**src/rtl/column_rasterizer.sv**
```systemverilog
// column_rasterizer: expands one DDA column result into SCREEN_HEIGHT frame-buffer write beats
module column_rasterizer #(
  parameter int          SCREEN_WIDTH  = 320,
  parameter int          SCREEN_HEIGHT = 240,
  parameter int          ADDR_W        = 17,
  parameter logic [15:0] CEIL_COLOR    = 16'h4208,
  parameter logic [15:0] FLOOR_COLOR   = 16'h8410
) (
  input  logic              pixel_clk_in,
  input  logic              rst_in,
  input  logic              dda_fifo_tvalid_in,
  input  logic [38:0]       dda_fifo_tdata_in,
  input  logic              dda_fifo_tlast_in,
  output logic              transformer_tready_out,
  output logic [ADDR_W-1:0] ray_address_out,
  output logic [15:0]       ray_pixel_out,
  output logic              ray_valid_out,
  output logic              ray_last_pixel_out
);
  localparam int YW = $clog2(SCREEN_HEIGHT + 1);
  localparam logic [8:0] W_H = 9'(SCREEN_WIDTH);
  localparam logic [YW:0] H_F = (YW+1)'(SCREEN_HEIGHT);
  localparam logic [YW:0] MID = (YW+1)'(SCREEN_HEIGHT / 2);
  localparam logic [YW:0] MID_M1 = (YW+1)'(SCREEN_HEIGHT / 2 - 1);
  localparam logic [YW:0] BOT = (YW+1)'(SCREEN_HEIGHT - 1);
  localparam logic [YW-1:0] Y_END = YW'(SCREEN_HEIGHT);
  localparam logic [ADDR_W-1:0] W_A = ADDR_W'(SCREEN_WIDTH);

  typedef enum logic [1:0] {IDLE, LOAD, EMIT} state_t;

  state_t            state_q, state_d;
  logic [8:0]        hc_q, hc_d;
  logic [7:0]        lh_q, lh_d;
  logic [3:0]        map_q, map_d;
  logic              side_q, side_d, tl_q, tl_d;
  logic [YW-1:0]     y_q, y_d;
  logic [ADDR_W-1:0] acc_q, acc_d, addr_q, addr_d;
  logic [15:0]       pix_q, pix_d;
  logic              vld_q, vld_d, lp_q, lp_d, rdy_q, rdy_d;
  logic [YW:0]       half, hi, ds, de, ye;
  logic              tall, emit;
  logic [15:0]       base, wall, pix;
  logic              unused_bits;

  assign unused_bits = ^{dda_fifo_tdata_in[38], dda_fifo_tdata_in[15:0]};

  // Slice bounds and colour for the row being issued this cycle
  always_comb begin
    half = (YW+1)'(lh_q >> 1);
    hi   = MID + half;
    tall = (YW+1)'(lh_q) >= H_F;
    ds   = map_q == 4'd0 ? MID : tall ? '0 : MID - half;
    de   = map_q == 4'd0 ? MID_M1 : (tall || hi > BOT) ? BOT : hi;
    ye   = state_q == EMIT ? {1'b0, y_q} : '0;
    base = map_q == 4'd1 ? 16'hF800 : map_q == 4'd2 ? 16'h07E0 : map_q == 4'd3 ? 16'h001F :
           map_q == 4'd4 ? 16'hFFFF : 16'hFFE0;
    wall = side_q ? (base >> 1) & 16'h7BEF : base;
    pix  = ye < ds ? CEIL_COLOR : ye > de ? FLOOR_COLOR : wall;
  end

  // LOAD issues row 0 directly so the first beat lands two cycles after the handshake;
  // EMIT then runs y=1..H, with y==H as the final idle-bound cycle.
  always_comb begin
    state_d = state_q;
    hc_d    = hc_q;
    lh_d    = lh_q;
    map_d   = map_q;
    side_d  = side_q;
    tl_d    = tl_q;
    y_d     = y_q;
    acc_d   = acc_q;
    addr_d  = addr_q;
    pix_d   = pix_q;
    vld_d   = 1'b0;
    lp_d    = 1'b0;
    emit    = 1'b0;
    case (state_q)
      IDLE: if (rdy_q && dda_fifo_tvalid_in) begin
        hc_d    = dda_fifo_tdata_in[37:29];
        lh_d    = dda_fifo_tdata_in[28:21];
        side_d  = dda_fifo_tdata_in[20];
        map_d   = dda_fifo_tdata_in[19:16];
        tl_d    = dda_fifo_tlast_in;
        state_d = LOAD;
      end
      LOAD: begin
        emit    = hc_q < W_H;
        state_d = emit ? EMIT : IDLE;
      end
      EMIT: begin
        emit    = y_q != Y_END;
        state_d = emit ? EMIT : IDLE;
      end
      default: state_d = IDLE;
    endcase
    if (emit) begin
      vld_d  = 1'b1;
      addr_d = state_q == LOAD ? ADDR_W'(hc_q) : acc_q;
      acc_d  = addr_d + W_A;
      pix_d  = pix;
      lp_d   = tl_q && ye == BOT;
      y_d    = ye[YW-1:0] + YW'(1);
    end
    rdy_d = state_d == IDLE;
  end

  always_ff @(posedge pixel_clk_in or posedge rst_in) begin
    if (rst_in) begin
      state_q <= IDLE;
      hc_q    <= '0;
      lh_q    <= '0;
      map_q   <= '0;
      side_q  <= 1'b0;
      tl_q    <= 1'b0;
      y_q     <= '0;
      acc_q   <= '0;
      addr_q  <= '0;
      pix_q   <= '0;
      vld_q   <= 1'b0;
      lp_q    <= 1'b0;
      rdy_q   <= 1'b0;
    end else begin
      state_q <= state_d;
      hc_q    <= hc_d;
      lh_q    <= lh_d;
      map_q   <= map_d;
      side_q  <= side_d;
      tl_q    <= tl_d;
      y_q     <= y_d;
      acc_q   <= acc_d;
      addr_q  <= addr_d;
      pix_q   <= pix_d;
      vld_q   <= vld_d;
      lp_q    <= lp_d;
      rdy_q   <= rdy_d;
    end
  end

  assign transformer_tready_out = rdy_q;
  assign ray_address_out        = addr_q;
  assign ray_pixel_out          = pix_q;
  assign ray_valid_out          = vld_q;
  assign ray_last_pixel_out     = lp_q;
endmodule

```
**config.mk**
```make
export PLATFORM = sky130hd
export DESIGN_NAME = column_rasterizer
export DESIGN_NICKNAME = d
export VERILOG_FILES = /design/src/rtl/column_rasterizer.sv
export SDC_FILE = /design/constraint.sdc
export NUM_CORES = 1
export LEC_CHECK = 0
export BUFFER_PORTS_ARGS = -buffer_cell sky130_fd_sc_hd__buf_4
export CAP_MARGIN = 0
export CORE_MARGIN = 2
export CORE_UTILIZATION = 42
export CTS_BUF_LIST = sky130_fd_sc_hd__clkbuf_4 sky130_fd_sc_hd__clkbuf_8
export DETAILED_ROUTE_END_ITERATION = 16
export SETUP_SLACK_MARGIN = 0.02
export SYNTH_ARGS = -nofsm -noshare
export SYNTH_HDL_FRONTEND = slang
export SYNTH_SLANG_ARGS = --single-unit
```
**constraint.sdc**
```tcl
create_clock -name pixel_clk_in -period 6.6 [get_ports pixel_clk_in]
set_input_delay 0.33 -clock pixel_clk_in [delete_from_list [all_inputs] [get_ports pixel_clk_in]]
set_output_delay 0.33 -clock pixel_clk_in [all_outputs]
set_load 0.01 [all_outputs]
```
Yosys cells after proc, flatten, opt, wreduce, memory -nomap -nowiden. Cells that the tools add are included.

Bits in registers: 86. Output and inout port bits: 36. Logic and storage cells: 57.

Add/sub/neg operators: 4. $lt $le $gt $ge: 5. Eq/ne operators: 8. Muxes and demuxes: 20. Reductions and logical operators: 7.

Operator list (count): 16-bit two-way mux (6); 8-bit two-way mux (3); 9-bit two-way mux (2); 17-bit by 9-bit adder with 17-bit output, second input constant (1); 17-bit two-way mux (1); 8-bit by 9-bit less-than comparator with 1-bit output (1); 9-bit less-than comparator, second input constant (1); 7-bit by 7-bit adder with 8-bit output, first input constant (1); 8-bit by 1-bit adder with 8-bit output, second input constant (1); 4-bit by 2-bit == test with 1-bit output, second input constant (2); 8-bit == test, second input constant (1); 8-bit greater-or-equal comparator, second input constant (1); 8-bit greater-than comparator (1); 8-bit greater-than comparator, second input constant (1); 8-bit != test, second input constant (1); 7-bit by 7-bit subtractor with 8-bit output, first input constant (1); 2-bit two-way mux (3); 2-bit one-hot mux with 3 select lines (1); 5-bit two-way mux (1); 4-bit by 1-bit == test with 1-bit output, second input constant (1); 4-bit by 3-bit == test with 1-bit output, second input constant (1); 2-bit logical NOT (2); 4-bit logical NOT (1); 2-bit by 1-bit == test with 1-bit output, second input constant (1); 6 further kinds (8).

Depth between registers and ports, before layout. Gate-level depths: netlist of run 1.

Depth after elaboration: 8. Mapped depth: 13.

Worst setup path before layout of run 1. No wires, ideal clock.

Path kind: register to register. From: register lh_q[4]. To: register pix_q[13], in the netlist ray_pixel_out[13]. Library setup time: 138 ps. Arrival time: 2688 ps. Data required time: 6462 ps. Slack: 3774 ps. Stages on the path, launching flop included: 12. Buffers on the path: 0. Clock period less this slack: 2826 ps. Path through: dfrtp_1 -> inv_1 -> ha_1 -> nor4b_1 -> o21ai_0 -> a21o_1 -> ha_1 -> nand3_1 -> o221a_2 -> o211ai_1 -> and2_1 -> o31ai_1.

Longest elaborated chain between the ends: 8. Elaborated cells between the ends (all ways): 13.

Ends and longest elaborated chain: start, declared (RTL line 33) `logic [7:0] lh_q, lh_d;`; start signal, assigned (RTL line 125) `lh_q <= lh_d;`; 7-bit by 7-bit adder with 8-bit output (RTL line 50) `hi = MID + half;`; 8-bit greater-than comparator (RTL line 53) `de = map_q == 4'd0 ? MID_M1 : (tall || hi > BOT) ? BOT : hi;`; 1-bit logical OR (RTL line 53); 8-bit two-way mux (2 in series) (RTL line 53); 8-bit greater-than comparator (RTL line 58) `pix = ye < ds ? CEIL_COLOR : ye > de ? FLOOR_COLOR : wall;`; 16-bit two-way mux (RTL line 58); 16-bit two-way mux * (RTL line 58); end signal, assigned (RTL line 132) `pix_q <= pix_d;`; end, declared (RTL line 38) `logic [15:0] pix_q, pix_d;`.

Mark *: on every way between the ends. The rest lies on a longest branch, timed or not. A chain may end at the register's enable or synchronous reset.

Worst setup path in the final report of run 1.
From: register lh_q[4]. To: register pix_q[2], in the netlist ray_pixel_out[2].

Same word-level chain as after synthesis.

==> flow_summary.toml, run 1 <==
[clock_network]
cts_tree = "done"
path_clk_slew_ps = 80
clk_latency_ps = 350
htreeDepth = 3
numCtsBuffers = 9
post_cts_buffers = 0
clk_path_buf_depth = 2
cts.sinks = 72
cts-root-buf = "clkbuf_8"
cts_hold_buffers = 0
cts_resized = 0

[final_layout]
layout-drive-gt1-share = 0.245
n_fill_cell = 904
instances_no_fill = 587
diodes = 0
area_growth_pct = 16.0
layout.nets = 520

[global_routing]
antenna_found_initial = 0
grt_pass1_wl_microns = 13900
grt_overflow = 0
grt_pass1_vias = 3012
grtUsageTotal = 0.169
grt_max_degree = 73

[floorplan]
ios = 79
core_sq_mm = 0.00928
die_w_microns = 102
start_util = 0.436
die_h_microns = 102
fp-row-count = 35
dieArea_sq_mm = 0.0104

[drt]
drt_pre_antenna_iters = 4
routed_wl_microns = 7960
antenna_left = 0
vias = 3059
viasPerCell = 5.21
drtIter0Drc = 164
routedWlPerCell_microns = 13.6
drc = 0

[yosys]
yosys.area_share.simple = 0.164
synth_top_area_frac = 0.445
ys_seq_area_frac = 0.445
synth_top_family_by_area = "simple AND/OR/NAND/NOR gates"
yosysMostFrequentCell = "dfrtp_1"
synth-async-reset-ratio = 1.00
synth.distinct_cells = 54
synth-xor-area-share = 0.0108
post_synth.cell_area_avg_sq_um = 9.89
synth-seq-cells = 72
synth_top_area_cell = "dfrtp_1"
synth-adder-area-share = 0.0742
synth_edf_count = 0
yosysWarnings = 0
synthTopCellsByCount = "72 x dfrtp_1, 48 x nand2_1, 31 x o21ai_0"
synth_compound_area_frac = 0.156
synth.area.top_cells = "dfrtp_1 45%, ha_1 7.4%, mux2_2 6.7%"
syn_area_sq_mm = 0.00405
muxShareOfSynthArea = 0.0860
synthCells = 409
synth_top_flop_cell = "dfrtp_1"
synth.net_count = 476

[setup_path]
worst-path-max-fanout = 9
cp-end-kind = "flip-flop"
worst-r2r-cell-count = 12
cp.required_ps = 6810
worst_setup_path_start_kind = "flip-flop"
cp_data_arrival_time_ps = 3590
crit_type = "reg2reg"

[timing]
slew_violations = 0
fin_worst_skew_ps = 11.6
min_period_ps = 3390
max_slew_margin = 0.245
fin_crit_sh = 0.513
worst_pin_slew_ps = 1130
hold_viol = 0
setup_viol = 0
fmax_mhz = 295
tns_ps = 0
rsz0062_at_grt = "no"

[worst_hold_path]
hold_path_depth = 2
hp-class = "in2reg"

[pwr]
p_per_area_mw_per_mm2 = 457
ir_worst_vdd_uv = 234
leakage_nw = 2.16

[status]
status = "complete, no violations"

[placed_design]
dp_hpwl_microns = 5660
gp_congestion = 0.878
dp.cells = 571
portBuffers = 60

[flow_run]
cap_viol_max_count = 0
==> critical path, stage by stage (launching register included) <==
cell and delay (ps):
dfrtp_1 510, inv_1 130, ha_1 350, nor4b_1 330, o21ai_0 190, nand2b_1 190
nor2_1 70, ha_1 290, nand3_1 90, o221a_2 270, o211ai_1 460, and2_1 260
o31ai_1 90
==> registers in the layout, summed over array words and instances (netlist names), 2 cells and up <==
name and count:
acc_q 17, ray_address_out 11, hc_q 9, ray_pixel_out 9
y_q 8, lh_q 7, map_q 4, state_q 2
==> cell usage in the layout, fill, tap and decap left out, types with 9 or more instances in the layout <==
cell	instances
a21oi_1	23
and2_1	13
buf_4	62
clkbuf_8	10
dfrtp_1	72
ha_1	24
inv_1	16
mux2_2	24
nand2_1	48
nand2b_1	13
nand3_1	10
nor2_1	21
o21ai_0	31
o31ai_1	9
==> where the power goes <==
group          leakage, nW  switching, mW  internal (mW)
combinational         1.15          0.576          0.456
clock                0.103          0.169          0.189
sequential           0.910          0.150          0.604
==> cell type report <==
| class | count | area, sq um | area share |
|---|---|---|---|
| Multi-Input combinational cell | 290 | 1990 | 0.425 |
| Clock inverter | 5 | 56.3 | 0.0120 |
| Timing Repair Buffer | 62 | 465 | 0.0992 |
| Inverter | 18 | 70.1 | 0.0149 |
| Sequential cell | 72 | 1800 | 0.384 |
| Tap cell | 129 | 161 | 0.0344 |
| Clock buffer | 11 | 145 | 0.0309 |
==> final timing paths <==
path | startpoint | end | slack [ps]
max | lh_q[4] | ray_pixel_out[2] | 3210
min | dda_fifo_tdata_in[22] | lh_q[1] | 210
max reg2reg | lh_q[4] | ray_pixel_out[2] | 3210
min reg2reg | hc_q[3] | acc_q[3] | 480
max in group asynchronous | rst_in | y_q[0] | 5760
min in group asynchronous | rst_in | ray_pixel_out[3] | 260
==> routing by layer <==
layer	up-vias	share of wire	global-route usage
li1	1525	-	-
met2	67	0.44	0.257
met4	0	0.014	0.0513
met1	1455	0.48	0.232
met3	12	0.065	0.0534
met5	-	0	0
==> logic make-up after synthesis <==
| logic type | Yosys count |
|---|---|
| AO/OA/AOI/OAI | 98 |
| buffers and inverters | 47 |
| adder cells (fa/ha/maj) | 24 |
| flip-flops | 72 |
| XOR/XNOR | 5 |
| multiplexers | 31 |
| AND/OR/NAND/NOR | 132 |
==> stage by stage <==
stage	power (mW)	utilization	cell area [sq um]	setup slack (ps)	hold WS, ps
2_1_floorplan	1.57	-	4050	3770	452
5_1_grt	2.35	0.505	4690	3010	198
4_1_cts	2.17	0.505	4690	3260	191
6_report	2.14	0.505	4690	3210	208
3_5_place_dp	1.80	0.484	4490	3280	468
3_3_place_gp	1.76	0.484	4490	3420	460
Power figures use the tool's default switching activity.
==> run 2: changes to the inputs <==
- ABC_AREA: not set -> 1
- PLACE_DENSITY: not set -> 0.66
- clock period: 6.6 -> 3 ns (I/O delays scaled with it)
==> run 2 against run 1 <==
  * Clock power rose to 2.7 times the previous value
  * Sequential share of layout area fell by 1.7 points
  * Clock-buffer cell count rose by 1
  * Fmax rose by 30%
  * Combinational power fell by 96%
  * Critical path type unchanged
  * Largest cell class unchanged
==> flow_summary.toml, run 2 <==
[final_layout]
top_register = "acc_q"
area_growth_pct = 17.6
n_fill_cell = 961
largest_register_ffs = 17
mostFrequentLayoutCells = "173 x nand2_1, 72 x dfrtp_1, 68 x inv_1"
layout.nets = 662
mostFrequentLayoutCell = "nand2_1"
regArea_sq_mm = 0.00180
diodes = 0
multi_input_area_sq_mm = 0.00192
layout-drive-gt1-share = 0.175

[timing]
min_period_ps = 2600
worst_pin_slew_ps = 716
tns_ps = 0
rsz0062_at_grt = "no"
fin_crit_sh = 0.868
setup_viol = 0
fin_worst_skew_ps = 13.0
max_slew_margin = 0.522
fmax_mhz = 384
hold_viol = 0
slew_violations = 0

[setup_path]
worst_setup_path_start_kind = "flip-flop"
cpPeakStageDelay_ps = 440
cp-end-kind = "flip-flop"
worst-path-max-fanout = 6
crit_chain = "inv_1 > ha_1 > xor2_1 > nand4_1 > nand2_1 > nor2_1 > ha_1 > nand2_1 > nor2_1 > nand2_1 > nand2_1 > nand2_1 > nand2_1 > nand2_1 > nand2_1 > nand2_1"
cp.required_ps = 3240
cp_data_arrival_time_ps = 2840
path_buf_inv = 1
crit_type = "reg2reg"
crit_slowest_cell = "dfrtp_1"
crit_family = "simple AND/OR/NAND/NOR gates"
cp_common_cell = "nand2_1"

[worst_hold_path]
hp-class = "in2reg"

[drt]
drc = 0
vias = 3457
routedWlPerCell_microns = 12.0
viasPerCell = 4.72
drtIter0Drc = 123
routed_wl_microns = 8780
drt_pre_antenna_iters = 4
antenna_left = 0

[global_routing]
grt_overflow = 0
grt_max_degree = 39
grtUsageMet2 = 0.310
grtUsageTotal = 0.176
use_met1 = 0.212
grt_pass1_wl_microns = 15600
antenna_found_initial = 0
grt_use_met3 = 0.0340
grt_pass1_vias = 3516
top_usage_layer = "met2"

[yosys]
synth.net_count = 611
synthCells = 544
synthTopCellsByCount = "173 x nand2_1, 72 x dfrtp_1, 69 x inv_1"
synth_edf_count = 0
synth.distinct_cells = 31
yosysMostFrequentCell = "nand2_1"
syn_area_sq_mm = 0.00418
synth_top_area_cell = "dfrtp_1"
synth_top_area_frac = 0.431
synth-seq-cells = 72
ys_seq_area_frac = 0.431
synth.area.top_cells = "dfrtp_1 43%, nand2_1 16%, ha_1 7.2%"
post_synth.cell_area_avg_sq_um = 7.68
synth_top_flop_cell = "dfrtp_1"
yosysWarnings = 0
synth-async-reset-ratio = 1.00

[floorplan]
start_util = 0.429
die_h_microns = 104
die_w_microns = 104
fp-row-count = 36
core_sq_mm = 0.00973
dieArea_sq_mm = 0.0108
ios = 79

[clock_network]
cts_hold_buffers = 1
cts-root-buf = "clkbuf_8"
cts_resized = 0
cts.sinks = 72
clk_latency_ps = 350
cts_tree = "done"
post_cts_buffers = 0
path_clk_slew_ps = 80
htreeDepth = 3
clk_path_buf_depth = 2
numCtsBuffers = 9

[pwr]
totalPowerFinal_mw = 2.00
p_per_area_mw_per_mm2 = 407
leakage_nw = 2.74
ir_worst_vdd_uv = 185

[placed_design]
portBuffers = 60
gp_congestion = 0.880
dp_hpwl_microns = 6520

[flow_run]
cap_viol_max_count = 0

[status]
status = "complete, no violations"
run 2: cell count changes after synthesis, moves of 4 or more:
cell      change
nand2_1     +125
inv_1        +52
nor2_1       +26
mux2_2       -14
nand3_1      +14
and2_1       -13
nand2b_1     -13
o31ai_1       -9
mux2_1        -6
clkbuf_1      -5
nand2_2       +5
nand4_1       +5
a21o_1        -4
run 2: stage by stage:
stage          instances  setup WS (ps)  hold slack (ps)  utilization  cell area, sq um
2_1_floorplan        544            805              301            -              4180
3_3_place_gp         716            479             86.6        0.477              4640
3_5_place_dp         716            414             88.9        0.477              4640
4_1_cts              733            392             17.9        0.505              4910
5_1_grt              733           81.4             18.1        0.505              4910
6_report             733            397             31.5        0.505              4910
run 2: final timing paths:
kind | depth (start not counted) | from | slack [ps] | endpoint
max | 16 | lh_q[4] | 400 | ray_pixel_out[9]
min reg2reg | 2 | hc_q[3] | 470 | acc_q[3]
max reg2reg | 16 | lh_q[4] | 400 | ray_pixel_out[9]
min in group asynchronous | 3 | rst_in | 290 | map_q[3]
max in group asynchronous | 4 | rst_in | 1980 | acc_q[16]
min | 2 | dda_fifo_tdata_in[31] | 30 | hc_q[2]
run 2: metal layers:
layer,vias up,wire [microns]
met3,9,256
li1,1800,-
met5,-,0
met4,0,131
met2,46,4410
met1,1602,3980
run 2: cell type report:
class                      count  area share
tap                          133      0.0339
timing repair buffer          66       0.101
clock buffer                  12      0.0324
multi-input combinational    374       0.390
clock inverter                 4      0.0201
inverter                      72      0.0550
sequential                    72       0.367
run 2: power breakdown:
| part | switching [mW] | internal [mW] | total, mW |
|---|---|---|---|
| sequential | 0 | 0.970 | 0.970 |
| clock | 0.372 | 0.611 | 0.983 |
| combinational | 0.0233 | 0.0222 | 0.0456 |
| total | 0.396 | 1.60 | 2.00 |
run 2: logic make-up (layout without fill, tap and decap cells):
group                    count (synthesis)  count (layout)  synth area share
multiplexers                            10              10            0.0270
AO/OA/AOI/OAI                           61              61            0.0758
AND/OR/NAND/NOR                        272             272             0.269
XOR/XNOR                                 7               7            0.0147
flip-flops                              72              72             0.431
adder cells (fa/ha/maj)                 24              24            0.0719
buffers and inverters                   98             154             0.110
